**src/rtl/pipeline_hazard_ctrl.sv**
```systemverilog
// Stall/flush sequencer for the 5-stage pipeline: drives per-stage write enables and bubble
// flushes for data-memory wait states, MEM-stage redirects and load-use hazards.
module pipeline_hazard_ctrl #(
    parameter int unsigned LOAD_STALL_CYCLES = 1,
    parameter int unsigned MEM_TIMEOUT       = 255,
    parameter int unsigned CNT_W             = 16
) (
    input  logic             clk,
    input  logic             rst_n,
    input  logic [4:0]       id_rs,
    input  logic [4:0]       id_rt,
    input  logic             id_uses_rt,
    input  logic             idex_memRead,
    input  logic [4:0]       idex_rt,
    input  logic             exmem_memRead,
    input  logic             exmem_memWrite,
    input  logic             exmem_branch_taken,
    input  logic             exmem_jump,
    input  logic             dmem_ready,
    output logic             pc_en,
    output logic             pc_redirect,
    output logic             ifid_en,
    output logic             idex_en,
    output logic             exmem_en,
    output logic             memwb_en,
    output logic             ifid_flush,
    output logic             idex_flush,
    output logic             exmem_flush,
    output logic             memwb_flush,
    output logic [1:0]       state_o,
    output logic [CNT_W-1:0] stall_cycles,
    output logic             mem_err
);

    typedef enum logic [1:0] {
        StRun       = 2'd0,
        StLoadStall = 2'd1,
        StMemWait   = 2'd2
    } state_e;

    // Control pattern selected for the current cycle.
    typedef enum logic [1:0] {
        PatNormal,
        PatRedirect,
        PatBubble,
        PatFreeze
    } pat_e;

    localparam logic [3:0]  StallInit = 4'(LOAD_STALL_CYCLES - 1);
    localparam logic [15:0] Timeout   = 16'(MEM_TIMEOUT);
    localparam logic [CNT_W-1:0] CntOne = {{(CNT_W-1){1'b0}}, 1'b1};

    state_e           state_q, state_d;
    logic [3:0]       remain_q, remain_d;
    logic [15:0]      wait_q, wait_d;
    logic [CNT_W-1:0] stall_q, stall_d;
    logic             err_q, err_d;
    pat_e             pat;

    logic mem_access;
    logic load_use;
    logic redirect;
    logic mem_hold;

    assign mem_access = exmem_memRead | exmem_memWrite;
    assign redirect   = exmem_branch_taken | exmem_jump;
    assign load_use   = idex_memRead & (idex_rt != 5'd0) &
                        ((idex_rt == id_rs) | (id_uses_rt & (idex_rt == id_rt)));
    // Outside MEM_WAIT a pending access stalls; inside it only dmem_ready matters.
    assign mem_hold   = (state_q == StMemWait) ? ~dmem_ready : (mem_access & ~dmem_ready);

    always_comb begin
        state_d  = StRun;
        remain_d = remain_q;
        wait_d   = wait_q;
        err_d    = err_q;
        pat      = PatNormal;

        if (mem_hold) begin
            pat = PatFreeze;
            if (state_q == StMemWait) begin
                if (wait_q >= Timeout) begin
                    err_d   = 1'b1;
                    state_d = StRun;
                end else begin
                    wait_d  = wait_q + 16'd1;
                    state_d = StMemWait;
                end
            end else begin
                wait_d  = 16'd1;
                state_d = StMemWait;
            end
        end else if (redirect) begin
            pat     = PatRedirect;
            state_d = StRun;
        end else if (state_q == StLoadStall) begin
            pat      = PatBubble;
            remain_d = remain_q - 4'd1;
            state_d  = (remain_d == 4'd0) ? StRun : StLoadStall;
        end else if (load_use) begin
            pat      = PatBubble;
            remain_d = StallInit;
            state_d  = (StallInit != 4'd0) ? StLoadStall : StRun;
        end else begin
            pat     = PatNormal;
            state_d = StRun;
        end
    end

    logic       pc_en_c, pc_redirect_c;
    logic [3:0] en_c, flush_c;   // {ifid, idex, exmem, memwb}

    always_comb begin
        pc_en_c       = 1'b1;
        pc_redirect_c = 1'b0;
        en_c          = 4'b1111;
        flush_c       = 4'b0000;
        unique case (pat)
            PatNormal: begin
                pc_en_c = 1'b1;
            end
            PatRedirect: begin
                pc_redirect_c = 1'b1;
                flush_c       = 4'b1110;
            end
            PatBubble: begin
                pc_en_c = 1'b0;
                en_c    = 4'b0111;
                flush_c = 4'b0100;
            end
            PatFreeze: begin
                pc_en_c = 1'b0;
                en_c    = 4'b0001;
                flush_c = 4'b0001;
            end
            default: begin
                pc_en_c = 1'b1;
            end
        endcase
    end

    always_comb begin
        stall_d = stall_q;
        if (!pc_en_c && !(&stall_q)) begin
            stall_d = stall_q + CntOne;
        end
    end

    always_ff @(posedge clk or negedge rst_n) begin
        if (!rst_n) begin
            state_q  <= StRun;
            remain_q <= 4'd0;
            wait_q   <= 16'd0;
            stall_q  <= '0;
            err_q    <= 1'b0;
        end else begin
            state_q  <= state_d;
            remain_q <= remain_d;
            wait_q   <= wait_d;
            stall_q  <= stall_d;
            err_q    <= err_d;
        end
    end

    // Reset forces every control low immediately, independent of the clock.
    assign pc_en        = rst_n & pc_en_c;
    assign pc_redirect  = rst_n & pc_redirect_c;
    assign ifid_en      = rst_n & en_c[3];
    assign idex_en      = rst_n & en_c[2];
    assign exmem_en     = rst_n & en_c[1];
    assign memwb_en     = rst_n & en_c[0];
    assign ifid_flush   = rst_n & flush_c[3];
    assign idex_flush   = rst_n & flush_c[2];
    assign exmem_flush  = rst_n & flush_c[1];
    assign memwb_flush  = rst_n & flush_c[0];
    assign state_o      = state_q;
    assign stall_cycles = stall_q;
    assign mem_err      = err_q;

endmodule
```
**config.mk**
```make
export PLATFORM = sky130hd
export DESIGN_NAME = pipeline_hazard_ctrl
export DESIGN_NICKNAME = d
export VERILOG_FILES = /design/src/rtl/pipeline_hazard_ctrl.sv
export SDC_FILE = /design/constraint.sdc
export NUM_CORES = 1
export LEC_CHECK = 0
export CORE_MARGIN = 2
export CORE_UTILIZATION = 40
export CTS_CLUSTER_SIZE = 16
export DETAILED_ROUTE_END_ITERATION = 6
export PLACE_DENSITY = 0.67
export SLEW_MARGIN = 10
export SYNTH_ARGS = -nofsm -noshare
export SYNTH_HDL_FRONTEND = slang
export SYNTH_SLANG_ARGS = --single-unit
export TNS_END_PERCENT = 1
```
**constraint.sdc**
```tcl
create_clock -name clk -period 3.4 [get_ports clk]
set_clock_uncertainty 0.15 [all_clocks]
set_input_delay 0.68 -clock clk [delete_from_list [all_inputs] [get_ports clk]]
set_output_delay 0.68 -clock clk [all_outputs]
set_load 0.01 [all_outputs]
```
Word-level counts from Yosys, hierarchy flattened
Index checks and enable logic that the tools add are counted.

Bits in registers: 39. Input bits: 24. Output and inout port bits: 29. Word-level logic and storage cells: 66.

Add/sub/neg operators: 3. Magnitude comparators: 1. Equal/unequal tests: 8. Mux-type cells: 19. Bitwise gates (word level): 20. Reduce and logical (&&, ||, !) cells: 10.

Operator list (number): $add 16x1->16 const B (2); $mux 16 (2); $ge 16x8->1 const B (1); $reduce_and 16->1 (1); $and 1x1->1 (14); $mux 2 (7); $pmux 4 s3 (1); $eq 5x5->1 (2); $mux 4 (2); $pmux 4 s2 (1); $eq 2x2->1 const B (3); $mux 1 (6); $reduce_and 3->1 (2); $reduce_bool 5->1 (1); $eq 2x1->1 const B (2); $logic_not 4->1 (1); $sub 4x1->4 const B (1); $not 1->1 (3); $or 1x1->1 (3); $ne 2x2->1 const B (1); $reduce_and 2->1 (1); $reduce_bool 2->1 (1); $reduce_or 2->1 (1); $logic_and 1x1->1 (1); $logic_not 1->1 (1).

Logic depth before layout (Yosys ltp)
Gate-level depths: netlist (run 1).

Word-level depth: 12. Depth in mapped cells: 11. Depth with buffers taken out: 11.

Least setup slack after synthesis (run 1)
No wires, ideal clock.

Path type: input port to output port. Start: input idex_rt[1]. End: output pc_en. Data arrival time: 2603 ps. Data required time: 2570 ps. Path slack: -33 ps. Stages: 8. Path buffers: 1. Cell sequence: or4_1 > o21ai_0 > a2bb2oi_1 > o21ai_0 > ha_1 > nor2b_1 > nor2b_1 > buf_4.

Longest elaborated chain between the ends: 12. Elaborated cells between the ends (all ways): 16. Those cells by class: eq/ne: 4; mux: 5; bitwise: 5; reduce/logical: 2.

RTL lines: start, declared (line 14) `input logic [4:0] idex_rt,`; $eq 5x5->1 (line 68) `((idex_rt == id_rs) | (id_uses_rt & (idex_rt == id_rt)));`; $and 1x1->1 (line 68); $or 1x1->1 (line 68); $and 1x1->1 (*) (line 67) `assign load_use = idex_memRead & (idex_rt != 5'd0) &`; $mux 2 (*) (line 100) `end else if (load_use) begin`; $mux 2 (*) (line 96) `end else if (state_q == StLoadStall) begin`; $mux 2 (*) (line 93) `end else if (redirect) begin`; $mux 2 (*) (line 79) `if (mem_hold) begin`; $eq 2x2->1 (line 118) `unique case (pat)`; $reduce_or 2->1 (no source line) (*); $mux 1 (*) (line 118); $and 1x1->1 (*) (line 166) `assign pc_en = rst_n & pc_en_c;`; end, declared (line 20) `output logic pc_en,`.

Mark *: on every way between the ends. The rest lies on a longest branch, timed or not.

Final worst setup path (run 1)
Start: input id_rs[0]. End: output ifid_en.

Longest elaborated chain between the ends: 10. Elaborated cells between the ends (all ways): 11. Those cells by class: eq/ne: 3; mux: 5; bitwise: 3.

RTL lines: start, declared (line 10) `input logic [4:0] id_rs,`; $eq 5x5->1 (*) (line 68); $or 1x1->1 (*) (line 68); $and 1x1->1 (*) (line 67); $mux 2 (*) (line 100); $mux 2 (*) (line 96); $mux 2 (*) (line 93); $mux 2 (*) (line 79); $eq 2x2->1 (line 118); $pmux 4 s2 (*) (line 118); $and 1x1->1 (*) (line 168) `assign ifid_en = rst_n & en_c[3];`; end, declared (line 22) `output logic ifid_en,`.

Marked as above.

==> results of run 1 <==
placed cells by master, fill, tap and decap left out, drive strengths merged, types with 2 or more instances in the layout:
cell type	netlist	layout
a31oi	2	2
nor4	6	6
nor4b	2	2
nand3	9	9
buf	6	35
a21bo	2	2
xor2	18	18
and3	3	3
xnor2	10	10
nand2	14	14
a211oi	2	2
inv	11	11
and4	2	2
o21a	2	2
nand2b	2	2
o22ai	2	2
ha	7	7
nor2b	8	8
clkbuf	1	8
dfrtp	39	39
a2111oi	2	2
o211ai	2	2
nand4	3	3
nor3	6	6
o21ai	4	4
a21oi	6	6
clkdlybuf4s50	0	36
nor2	24	24
and2	2	2
nand3b	2	2
dlygate4sd2	0	8
cell families (layout without fill, tap and decap cells):
family / Yosys count / count (layout) / synth area share, %
fa+ha+maj: 7 / 7 / 4.01
compound gates: 32 / 32 / 12.2
mux: 1 / 1 / 0.516
flops: 39 / 39 / 44.7
buf+inv: 18 / 99 / 4.13
simple gates: 87 / 87 / 23.2
xor+xnor: 28 / 28 / 11.2
registers in the layout, indices dropped and copies added (netlist names):
signal / flops
remain_q: 4
mem_err: 1
stall_cycles: 16
state_o: 2
wait_q: 16
repair_timing:
item	4_1_cts	5_1_grt
pin swaps	6	7
setup buffers	1	2
endpoints found under the setup margin	16	9
resized for setup	40	7
final cells by class:
type / instances / area [um2] / area share, %
Tap cell: 70 / 87.6 / 2.86
Clock buffer: 8 / 100 / 3.27
Timing Repair Buffer: 80 / 689 / 22.5
Inverter: 11 / 41.3 / 1.35
Sequential cell: 39 / 976 / 31.9
Multi-Input combinational cell: 155 / 1170 / 38.2
power by group through the flow:
stage	logic, uW	registers, uW	clock network [uW]
detailed placement	334	586	0
finish	335	579	350
floorplan	136	593	0
global route	371	588	375
global placement	328	585	0
CTS	331	579	360
critical path, cell delays in order:
cell,delay (ns)
clkdlybuf4s50_1,0.47
xor2_1,0.19
nor3_2,0.07
a32oi_1,0.26
a2bb2oi_2,0.21
o21ai_2,0.09
ha_2,0.19
nor2b_2,0.12
nor2b_4,0.15
buf_2,0.14
through the flow:
step / setup WS (ns) / instance area [um2] / util, % / cells
CTS: 0.0203 / 3020 / 58.4 / 361
floorplan: 0.0263 / 2180 / - / 212
finish: 0.0107 / 3060 / 59.2 / 363
global route: -0.0829 / 3060 / 59.2 / 363
global placement: -0.647 / 2930 / 56.6 / 352
detailed placement: -0.694 / 2930 / 56.6 / 352
how the worst max path moves through the flow:
| stage | depth (start not counted) | from | slack, ns | endpoint |
|---|---|---|---|---|
| floorplan | 8 | idex_rt[1] | 0.03 | pc_en |
| global placement | 9 | idex_rt[1] | -0.65 | idex_flush |
| detailed placement | 9 | idex_rt[1] | -0.69 | ifid_en |
| CTS | 9 | idex_rt[2] | 0.02 | ifid_en |
| global route | 10 | id_rs[0] | -0.08 | pc_en |
| finish | 10 | id_rs[0] | 0.01 | ifid_en |
routing by layer:
layer | vias up | routed length, um
met4 | 0 | 73
met3 | 10 | 161
met5 | - | 0
li1 | 898 | -
met1 | 858 | 2380
met2 | 31 | 2430
==> impl_metrics.yaml, run 1 <==
route:
  drc: 0
  wl_per_cell_um: 13.9
  vias: 1797
  via_per_inst: 4.95
  final_antenna_net_count: 0
  drtIter0Drc: 70
  dr.pass1.iters: 4
  drt_wl_total_mm: 5.04
yosys:
  avgSynthCellArea_um2: 10.3
  ys_warn_count: 0
  yosysUniqueCellTypes: 51
  synth.most_common_cell: "dfrtp_1"
  synth-seq-cells: 39
  syn_area_mm2: 0.00218
  synth_top_area_share_pct: 44.7
  async_flop_share_pct: 100
  synth-edff-count: 0
  postSynthCellCount: 212
  yosysSeqAreaShare_pct: 44.7
  synth_nets: 243
  synth_commonest_cells: "dfrtp_1, nor2_1, xor2_1"
  synth_area_leader_cell: "dfrtp_1"
  synth_ff_type: "dfrtp_1"
  synthTopCellsByArea: "dfrtp_1, xor2_1, ha_1, xnor2_1, nor2_1"
global_routing:
  use_met1_pct: 24.1
  busiest_layer: "met2"
  grt_pass1_wl_mm: 8.50
  overflow: 0
  met3_usage_pct: 3.95
  antenna_found_initial: 0
  grt_pass1_vias: 1843
  grtUsageTotal_pct: 17.7
  grt_start_max_net_pins: 20
  use_met2_pct: 27.7
pwr:
  leakagePower_uw: 0.00136
  p_switching_uw: 374
  combPwrFrac_pct: 26.5
  p_int_uw: 889
  switching_share_pct: 29.6
  ir_drop_v: 0.000322
  seq_power_share_pct: 45.8
  p_per_area_mw_per_mm2: 412
  total_power_uw: 1260
  clock_power_share_pct: 27.7
timing:
  worst_pin_slew_ns: 0.494
  hold_viol: 0
  fin_crit_sh_pct: 99.7
  hold_slack_ns: 0.0710
  layout_min_cycle_time_ns: 3.39
  max_freq_mhz: 295
  rsz0062_at_grt: "yes"
  tns_ns: 0
  slew-limit-headroom_pct: 66.9
  report.final.slew_viol_count: 0
  setup_viol: 0
worst_setup_path:
  r2r_cells: 12
  cp.required_ns: 2.57
  start_kind: "primary input"
  worstPathArrival_ns: 2.56
  setup.worst_path.class: "in2out"
  reg2reg_to: "stall_cycles[8]"
  worstReg2RegStart: "state_o[0]"
  cp_max_fo: 2
  ff2ff_setup_slack_ns: 0.85
  end_kind: "output pin"
clock_tree:
  cts_hold_buffers: 0
  tritoncts: "built"
  cts_inserted_buffers: 5
  root_buffer: "clkbuf_8"
  clock_latency_ns: 0.30
  htreeDepth: 2
  cts_buffer_depth: 2
  cts_sinks: 39
  clk_pin_slew_worst_paths_ns: 0.08
hold_path:
  min_path_type: "in2async"
placed_design:
  port_buffers: 52
  gp_congestion: 0.795
  hpwlAfterDp_mm: 3.72
cells_and_area:
  final_nets: 323
  final_layout_size_suffix_gt1_share_pct: 23.2
  n_fill_cell: 457
  antenna_cells: 0
  areaGrowthSynthToFinish_pct: 40.4
floorplan:
  start_util_pct: 42.2
  die_width_um: 77.9
  die_y_um: 77.9
  core-area_mm2: 0.00517
  row_count: 26
  ios: 53
  die-area_mm2: 0.00606
run_status:
  status: "finished clean"
job:
  maxCapViolations: 0
Note: power is estimated with default switching activity, not from simulation.
==> inputs of run 2 (changes only) <==
--- a/config.mk
+++ b/config.mk
@@ -9,7 +9,7 @@
 export CORE_UTILIZATION = 40
 export CTS_CLUSTER_SIZE = 16
 export DETAILED_ROUTE_END_ITERATION = 6
-export PLACE_DENSITY = 0.67
+export PLACE_DENSITY = 0.65
 export SLEW_MARGIN = 10
 export SYNTH_ARGS = -nofsm -noshare
 export SYNTH_HDL_FRONTEND = slang
==> impl_metrics.yaml, run 2 (synthesized netlist as in run 1, its figures left out) <==
floorplan:
  die_width_um: 77.9
  die-area_mm2: 0.00606
  start_util_pct: 42.2
  die_y_um: 77.9
  core-area_mm2: 0.00517
  row_count: 26
  ios: 53
cells_and_area:
  final_nets: 323
  layout.cell_area.non_filler_mm2: 0.00307
  instances_no_fill: 363
  antenna_cells: 0
  final_cell_mix: "dfrtp_1, clkdlybuf4s50_1, buf_4, nor2_1, xor2_1"
  layout_commonest_cell: "dfrtp_1"
  areaGrowthSynthToFinish_pct: 40.9
  final_layout_size_suffix_gt1_share_pct: 24.6
route:
  via_per_inst: 4.92
  vias: 1787
  drt_wl_total_mm: 5.03
  drtIter0Drc: 91
  final_antenna_net_count: 0
  wl_per_cell_um: 13.8
  drc: 0
  dr.pass1.iters: 4
placed_design:
  gp_congestion: 0.819
  hpwlAfterDp_mm: 3.77
  dpl.cell_count: 351
  dpl_cell_area_mm2: 0.00292
  port_buffers: 52
clock_tree:
  cts_inserted_buffers: 5
  cts_sinks: 39
  root_buffer: "clkbuf_8"
  clock_latency_ns: 0.29
  clk_pin_slew_worst_paths_ns: 0.08
  cts_hold_buffers: 0
  cts_buffer_depth: 2
  tritoncts: "built"
  htreeDepth: 2
timing:
  rsz0062_at_grt: "no"
  tns_ns: 0
  hold_slack_ns: 0.211
  report.final.slew_viol_count: 0
  layout_min_cycle_time_ns: 3.29
  max_freq_mhz: 304
  setup_viol: 0
  slew-limit-headroom_pct: 67.8
  fin_crit_sh_pct: 96.6
  worst_pin_slew_ns: 0.481
  hold_viol: 0
worst_setup_path:
  cp.required_ns: 2.57
  cp_slowest_cell: "nor4_2"
  setup.worst_path.class: "in2out"
  cp_max_fo: 2
  crit_chain: "dlygate4sd2_1, xor2_1, nor4_2, a32oi_2, a2bb2oi_2, o21ai_2, buf_4, ha_1, nor2b_1, buf_2"
  end_kind: "output pin"
  cp_top_family: "buffers and inverters"
  r2r_cells: 13
  worstReg2RegStart: "state_o[0]"
  start_kind: "primary input"
  path_depth: 10
  cp-startpoint: "id_rt[2]"
  ff2ff_setup_slack_ns: 0.78
  cp_num_buf_inv: 3
  worstPathArrival_ns: 2.46
  cp_slowest_stage_delay_ns: 0.30
pwr:
  total_power_uw: 1290
  ir_drop_v: 0.000488
  p_per_area_mw_per_mm2: 421
  leakagePower_uw: 0.00142
global_routing:
  grt_start_max_net_pins: 25
  grtUsageTotal_pct: 17.2
  antenna_found_initial: 0
  overflow: 0
  grt_pass1_vias: 1802
  grt_pass1_wl_mm: 8.31
hold_path:
  min_path_type: "in2async"
job:
  maxCapViolations: 0
run_status:
  status: "finished clean"
## run 2: changes by cell type in the layout (fill, tap and decap cells not counted), sizes merged, moves of 2 or more
cell           change
clkdlybuf4s50      -5
dlymetal6s2s       +5
clkinv             +2
dlygate4sd2        -2
## run 2: timing repair
item	4_1_cts	5_1_grt
setup endpoints to repair	17	15
gates resized for setup	45	13
pin swaps	7	13
setup buffers	2	2
hold endpoints to repair	0	0
## run 2: per-layer routing
layer | global-route usage [%] | routed length (um) | part of all wire (%)
met5 | 0 | 0 | 0
met4 | 5.89 | 54 | 1.1
met3 | 3.72 | 147 | 2.9
met2 | 27.6 | 2510 | 50
met1 | 23.0 | 2310 | 46
## run 2: worst register-to-register path, cell delays in order, from the launching register on
cell,delay (ns)
dfrtp_1,0.46
nand2b_4,0.18
a21oi_1,0.22
nor2_1,0.09
inv_1,0.09
ha_2,0.18
buf_4,0.10
buf_4,0.09
nor2_1,0.04
nor4_1,0.35
o31ai_2,0.20
buf_4,0.17
nor2_1,0.10
xor2_1,0.14
## run 2: power breakdown
part | total [uW] | internal, uW | switching [uW]
combinational | 331 | 187 | 144
sequential | 581 | 514 | 66.7
clock | 381 | 218 | 162
## run 2: layout make-up
cell class	instances	area [um2]
fill	440	2100
multi-input combinational	155	1170
sequential	39	976
timing repair buffer	80	689
tap	70	87.6
clock buffer	5	68.8
clock inverter	3	43.8
inverter	11	41.3
## run 2: path summary, 6_finish.rpt
kind	end
setup / recovery	idex_flush
hold / removal	wait_q[5]
setup reg to reg	stall_cycles[7]
hold reg to reg	mem_err
max in group asynchronous	stall_cycles[0]
min in group clk	mem_err
## run 2: through the flow
stage	worst slack (ns)	util, %
floorplan	0.0263	-
global placement	-0.670	56.4
detailed placement	-0.749	56.4
CTS	0.00213	58.6
global route	0.00193	59.4
finish	0.114	59.4
